$ cat src/rtl/pwm_level_ramp.sv
// pwm_level_ramp: per-channel slew-rate limiter between the SPI command
// decoder and the PWM comparator bank. Targets arrive over a valid/ready
// write port. Each current level walks toward its target by at most STEP
// once every PRESCALE clocks.
// Optional feature macro: PWM_RAMP_FAST_OFF_EN. When it is defined, a write
// of 0 also zeroes the channel's current level at once (emergency stop).
module pwm_level_ramp #(
    parameter int NUM_CH   = 3,
    parameter int WIDTH    = 8,
    parameter int STEP     = 16,
    parameter int PRESCALE = 4
) (
    input  logic                    clk,
    input  logic                    reset,
    input  logic                    wr_valid,
    output logic                    wr_ready,
    input  logic [2:0]              wr_addr,
    input  logic [WIDTH-1:0]        wr_data,
    output logic                    wr_err,
    output logic [NUM_CH*WIDTH-1:0] level_out,
    output logic [NUM_CH-1:0]       busy,
    output logic                    settle
);

    localparam int                CW       = (PRESCALE > 1) ? $clog2(PRESCALE) : 1;
    localparam logic [CW-1:0]     CNT_LAST = CW'(PRESCALE - 1);
    localparam logic [WIDTH-1:0]  STEP_U   = WIDTH'(STEP);
    localparam logic signed [WIDTH:0] STEP_S = (WIDTH + 1)'(STEP);

    logic [CW-1:0]       cnt_r;
    logic                wr_ready_r;
    logic                wr_err_r;
    logic                settle_r;
    logic [NUM_CH-1:0]   busy_r;
    logic [WIDTH-1:0]    cur_r [NUM_CH];
    logic [WIDTH-1:0]    tgt_r [NUM_CH];

    logic                tick_s;
    logic                accept_s;
    logic                addr_ok_s;
    logic signed [WIDTH:0] diff_s [NUM_CH];
    logic [WIDTH-1:0]    ramp_s [NUM_CH];
    logic [WIDTH-1:0]    cur_nxt_s [NUM_CH];
    logic [NUM_CH-1:0]   fast_off_s;
    logic [NUM_CH-1:0]   reach_s;
    logic [NUM_CH-1:0]   sel_s;

    assign tick_s    = (cnt_r == CNT_LAST);
    assign accept_s  = wr_valid & wr_ready_r;
    assign addr_ok_s = (wr_addr < 3'(NUM_CH));

    // Per-channel ramp step, channel select, emergency stop and settle detect.
    always_comb begin
        fast_off_s = '0;
        reach_s    = '0;
        sel_s      = '0;
        for (int i = 0; i < NUM_CH; i++) begin
            diff_s[i]    = $signed({1'b0, tgt_r[i]}) - $signed({1'b0, cur_r[i]});
            ramp_s[i]    = tgt_r[i];
            cur_nxt_s[i] = cur_r[i];
            sel_s[i]     = accept_s && addr_ok_s && (wr_addr == 3'(i));
            // The far side of the comparison guarantees cur +/- STEP stays inside the range.
            if (diff_s[i] > STEP_S) begin
                ramp_s[i] = cur_r[i] + STEP_U;
            end else if (diff_s[i] < -STEP_S) begin
                ramp_s[i] = cur_r[i] - STEP_U;
            end else begin
                ramp_s[i] = tgt_r[i];
            end
`ifdef PWM_RAMP_FAST_OFF_EN
            fast_off_s[i] = sel_s[i] && (wr_data == '0);
`else
            fast_off_s[i] = 1'b0;
`endif
            if (fast_off_s[i]) begin
                cur_nxt_s[i] = '0;
            end else if (tick_s) begin
                cur_nxt_s[i] = ramp_s[i];
            end else begin
                cur_nxt_s[i] = cur_r[i];
            end
            // The tick sees the old target, so reaching it counts even if a write lands now.
            reach_s[i] = tick_s && !fast_off_s[i] && (cur_r[i] != tgt_r[i]) && (ramp_s[i] == tgt_r[i]);
        end
    end

    // Prescaler that free-runs 0..PRESCALE-1 and produces the ramp tick.
    always_ff @(posedge clk or negedge reset) begin
        if (!reset) begin
            cnt_r <= '0;
        end else if (tick_s) begin
            cnt_r <= '0;
        end else begin
            cnt_r <= cnt_r + CW'(1);
        end
    end

    // Write handshake: one write per two clocks, error pulse for bad addresses.
    always_ff @(posedge clk or negedge reset) begin
        if (!reset) begin
            wr_ready_r <= 1'b1;
            wr_err_r   <= 1'b0;
        end else begin
            wr_ready_r <= ~accept_s;
            wr_err_r   <= accept_s & ~addr_ok_s;
        end
    end

    // Target and current level registers for every channel.
    always_ff @(posedge clk or negedge reset) begin
        if (!reset) begin
            for (int i = 0; i < NUM_CH; i++) begin
                tgt_r[i] <= '0;
                cur_r[i] <= '0;
            end
        end else begin
            for (int i = 0; i < NUM_CH; i++) begin
                cur_r[i] <= cur_nxt_s[i];
                if (sel_s[i]) begin
                    tgt_r[i] <= wr_data;
                end else begin
                    tgt_r[i] <= tgt_r[i];
                end
            end
        end
    end

    // Registered status: busy follows current != target, settle marks a completed ramp.
    always_ff @(posedge clk or negedge reset) begin
        if (!reset) begin
            busy_r   <= '0;
            settle_r <= 1'b0;
        end else begin
            for (int i = 0; i < NUM_CH; i++) begin
                busy_r[i] <= (cur_r[i] != tgt_r[i]);
            end
            settle_r <= |reach_s;
        end
    end

    for (genvar g = 0; g < NUM_CH; g++) begin : g_level
        assign level_out[g*WIDTH +: WIDTH] = cur_r[g];
    end

    assign wr_ready = wr_ready_r;
    assign wr_err   = wr_err_r;
    assign busy     = busy_r;
    assign settle   = settle_r;

endmodule
$ cat config.mk
export PLATFORM = sky130hd
export DESIGN_NAME = pwm_level_ramp
export DESIGN_NICKNAME = d
export VERILOG_FILES = /design/src/rtl/pwm_level_ramp.sv
export SDC_FILE = /design/constraint.sdc
export NUM_CORES = 1
export LEC_CHECK = 0
export ABC_AREA = 1
export ABC_CLOCK_PERIOD_IN_PS = 3100
export CAP_MARGIN = 20
export CORE_UTILIZATION = 50
export DETAILED_ROUTE_END_ITERATION = 12
export PLACE_DENSITY = 0.73
export RECOVER_POWER = 50
export SYNTH_ARGS = -nofsm -noshare
export SYNTH_HDL_FRONTEND = slang
export SYNTH_SLANG_ARGS = --single-unit
$ cat constraint.sdc
create_clock -name clk -period 3.1 [get_ports clk]
set_input_delay 0.775 -clock clk [delete_from_list [all_inputs] [get_ports clk]]
set_output_delay 0.775 -clock clk [all_outputs]
set_load 0.01 [all_outputs]
==> metrics.txt <==
# TYPE chip_impl_metric gauge
chip_impl_info{name="outcome",value="finished clean"} 1
chip_impl_metric{name="cts.reportedPaths.clkPinSlew",unit="ns"} 0.10
chip_impl_metric{name="power_per_cell_area",unit="mW/mm²"} 1210
chip_impl_metric{name="fillers",unit=""} 889
chip_impl_info{name="start_point_of_the_critical_path",value="tgt_r[8]$_DFFE_PN0P_"} 1
chip_impl_metric{name="setup_viol",unit=""} 0
chip_impl_metric{name="signal_arrival_time_at_the_worst_endpoint",unit="ns"} 3.04
chip_impl_metric{name="maxSlewHeadroom",unit="%"} 20.97
chip_impl_metric{name="area_of_the_mapped_netlist",unit="mm²"} 0.004785
chip_impl_metric{name="nNetsFinal",unit=""} 810
chip_impl_metric{name="h-tree-depth",unit=""} 2
chip_impl_metric{name="dp_hpwl",unit="mm"} 8.780
chip_impl_metric{name="min_path_cells",unit=""} 1
chip_impl_metric{name="detailedRoute.firstPassIterationCount",unit=""} 5
chip_impl_metric{name="power_leakage",unit="µW"} 0.002895
chip_impl_info{name="most-common-layout-cells",value="nand2_1 (211), inv_1 (114), nand3_1 (95), o21ai_0 (59), dfrtp_1 (55)"} 1
chip_impl_metric{name="post_synth.cell_area_avg",unit="µm²"} 6.618
chip_impl_metric{name="synth_edf_count",unit=""} 0
chip_impl_metric{name="worstRegToRegCells",unit=""} 20
chip_impl_metric{name="numCtsBuffers",unit=""} 5
chip_impl_metric{name="final_min_period_over_clock_period",unit="%"} 90.32
chip_impl_metric{name="num_vias",unit=""} 4565
chip_impl_metric{name="setup_total_negative_slack",unit="ns"} 0
chip_impl_metric{name="fp.dieW",unit="µm"} 99.82
chip_impl_metric{name="slew_viol_final",unit=""} 0
chip_impl_metric{name="drt-initial-drc-count",unit=""} 276
chip_impl_metric{name="detail_route.wl_per_cell",unit="µm"} 12.42
chip_impl_metric{name="final_antenna_net_count",unit=""} 0
chip_impl_info{name="grt_setup_unrepaired",value="false"} 1
chip_impl_metric{name="gp_congestion",unit=""} 0.8884
chip_impl_metric{name="die_area",unit="mm²"} 0.009964
chip_impl_metric{name="synthesis.instances",unit=""} 723
chip_impl_info{name="critical_path.reg2reg.startpoint",value="tgt_r[8]$_DFFE_PN0P_"} 1
chip_impl_metric{name="grt_antenna_before_repair",unit=""} 0
chip_impl_info{name="critPathKind",value="reg2reg"} 1
chip_impl_info{name="cts_tree",value="built"} 1
chip_impl_metric{name="grt_overflow",unit=""} 0
chip_impl_metric{name="max_slew.worst_pin.slew",unit="ns"} 1.185
chip_impl_info{name="ctsRootBufferMaster",value="clkbuf_8"} 1
chip_impl_metric{name="post-cts-setup-buffers",unit=""} 0
chip_impl_metric{name="grt_pass1_wl",unit="mm"} 19.11
chip_impl_metric{name="initial_utilization",unit="%"} 51.78
chip_impl_metric{name="routedLengthMet1",unit="mm"} 5.428
chip_impl_metric{name="fin_skew",unit="ns"} 0.007034
chip_impl_metric{name="sequential_to_total_area_share_from_yosys_stat",unit="%"} 29.31
chip_impl_info{name="routed.top_layer",value="met4"} 1
chip_impl_metric{name="worstPathMaxFanout",unit=""} 24
chip_impl_metric{name="routed_via_density",unit=""} 5.118
chip_impl_metric{name="routed-wl-met3",unit="µm"} 430
chip_impl_metric{name="sequential_cell_area",unit="mm²"} 0.001403
chip_impl_metric{name="fp-row-count",unit=""} 35
chip_impl_metric{name="number_of_global_route_vias_before_repair",unit=""} 4267
chip_impl_metric{name="flow.area_growth_from_synthesis",unit="%"} 12.58
chip_impl_metric{name="top_level_ports",unit=""} 44
chip_impl_info{name="class_of_the_tightest_hold_or_removal_check",value="reg2reg"} 1
chip_impl_metric{name="yosysUniqueCellTypes",unit=""} 32
chip_impl_info{name="hold_path_startpoint",value="cnt_r[0]$_DFF_PN0_"} 1
chip_impl_metric{name="ys_async_sr_fraction",unit="%"} 100.0
chip_impl_metric{name="total_power",unit="µW"} 6518
chip_impl_metric{name="detailed_route_drc_error_count",unit=""} 0
chip_impl_info{name="cp-end-kind",value="register"} 1
chip_impl_metric{name="insertedDiodeCount",unit=""} 0
chip_impl_metric{name="synth_fp_nets",unit=""} 771
chip_impl_metric{name="timing.critical_path.required",unit="ns"} 3.34
chip_impl_metric{name="final_layout_size_suffix_gt1_share",unit="%"} 6.684
chip_impl_metric{name="routed_wl",unit="mm"} 11.08
chip_impl_metric{name="routed-wl-met2",unit="mm"} 5.130
chip_impl_metric{name="grt_start_max_net_pins",unit=""} 47
chip_impl_metric{name="yosys_warnings",unit=""} 0
chip_impl_metric{name="ctsLongestPathBuffers",unit=""} 2
chip_impl_metric{name="final_util",unit="%"} 58.29
chip_impl_metric{name="coreArea",unit="mm²"} 0.009240
chip_impl_metric{name="clock_latency",unit="ns"} 0.30
chip_impl_metric{name="synth.ff_latch_count",unit=""} 56
chip_impl_metric{name="multiInputGateArea",unit="mm²"} 0.002820
chip_impl_metric{name="period_needed",unit="ns"} 2.800
chip_impl_metric{name="grt_util_all_layers",unit="%"} 23.45
chip_impl_metric{name="drv.max_cap_violation_count",unit=""} 0
chip_impl_metric{name="worst_ir_drop_vdd",unit="µV"} 509.9
chip_impl_info{name="ys_dominant_reg_cell",value="dfrtp_1"} 1
chip_impl_info{name="timing.critical_path.from_type",value="register"} 1
chip_impl_metric{name="tritoncts_num_sinks",unit=""} 56
chip_impl_metric{name="chipHeight",unit="µm"} 99.82
chip_impl_metric{name="final_hold_viol_count",unit=""} 0
chip_impl_metric{name="fmax",unit="MHz"} 357.2
chip_impl_info{name="most_common_cell_after_layout_fill_and_taps_aside",value="nand2_1"} 1
chip_impl_metric{name="io_buffer_count",unit=""} 43
## power by group
part           internal [µW]  total, µW  switching, µW
sequential               962       1300            334
combinational           1850       4830           2980
clock                    160        393            234
total                   2970       6520           3550
## synthesized netlist by cell type, types with 5 or more instances
cell / number / area [µm²]
nand2_2: 12 / 75.07
clkbuf_1: 8 / 30.03
nand3_1: 95 / 475.5
o31ai_1: 6 / 45.04
o21ai_0: 59 / 295.3
ha_1: 31 / 387.9
nor2_1: 36 / 135.1
nand2_1: 211 / 792.0
xnor2_1: 5 / 43.79
inv_2: 11 / 41.29
a21oi_1: 13 / 65.06
nand3b_1: 11 / 82.58
xor2_1: 8 / 70.07
inv_1: 114 / 427.9
nand4_1: 13 / 81.33
dfrtp_1: 55 / 1376
## cell families after synthesis
logic type               Yosys count  share of synthesized area [%]
buffers and inverters            141                          11.66
adder cells (fa/ha/maj)           34                          9.362
AND/OR/NAND/NOR                  396                          37.81
flip-flops                        56                          29.31
XOR/XNOR                          13                          2.380
AO/OA/AOI/OAI                     83                          9.466
## flip-flops by register name (all words and copies together) (netlist names)
signal	cells
level_out	24
tgt_r	24
busy	3
cnt_r	2
settle	1
wr_err	1
wr_ready	1
## final cells by class
cell class	instances	area share [%]
Multi-Input combinational cell	526	52.36
Sequential cell	56	26.04
Inverter	127	8.850
Timing Repair Buffer	46	8.246
Tap cell	129	2.997
Clock buffer	7	1.417
Clock inverter	1	0.09292
## worst paths after layout
check                           slack [ns]                         to
worst max register to register        0.30           settle$_DFF_PN0_
worst min-delay path                  0.43         cnt_r[0]$_DFF_PN0_
worst max-delay path                  0.30           settle$_DFF_PN0_
min in group asynchronous             0.44  level_out[10]$_DFFE_PN0P_
max in group asynchronous             1.11      tgt_r[21]$_DFFE_PN0P_
worst min register to register        0.43         cnt_r[0]$_DFF_PN0_
## repair_timing
action                                  CTS  global route
endpoints found under the setup margin    0             1
gates resized for setup                   0             2
hold buffers                              0             0
## critical path: stages (launching register included)
cell     delay (ns)
dfrtp_1        0.42
inv_1          0.08
ha_1           0.21
fa_1           0.42
inv_1          0.09
nand3_1        0.10
nand2_2        0.12
nand2_1        0.08
nand3_1        0.07
nand2_1        0.07
nor2_2         0.11
nand2_2        0.07
nand2_2        0.15
nand2_8        0.14
nand3_1        0.10
nand2_1        0.05
inv_1          0.04
nand2_1        0.06
nor2_2         0.13
nand3_1        0.12
nand3_1        0.11
## through the flow
step | cell area, µm² | cells | worst slack [ns] | hold WS [ns]
2_1_floorplan | 4785 | 723 | 0.7027 | 0.4031
3_3_place_gp | 5313 | 884 | 0.2902 | 0.4140
3_5_place_dp | 5313 | 884 | 0.2223 | 0.4193
4_1_cts | 5394 | 892 | 0.1850 | 0.3131
5_1_grt | 5386 | 892 | 0.009346 | 0.4468
6_report | 5386 | 892 | 0.3001 | 0.4322
## layer usage
| layer | global-route usage [%] | vias to the layer above |
|---|---|---|
| met3 | 3.203 | 10 |
| met5 | 0 | - |
| li1 | - | 2386 |
| met2 | 38.57 | 92 |
| met1 | 32.77 | 2077 |
| met4 | 5.543 | 0 |
Power figures use the tool's default switching activity.
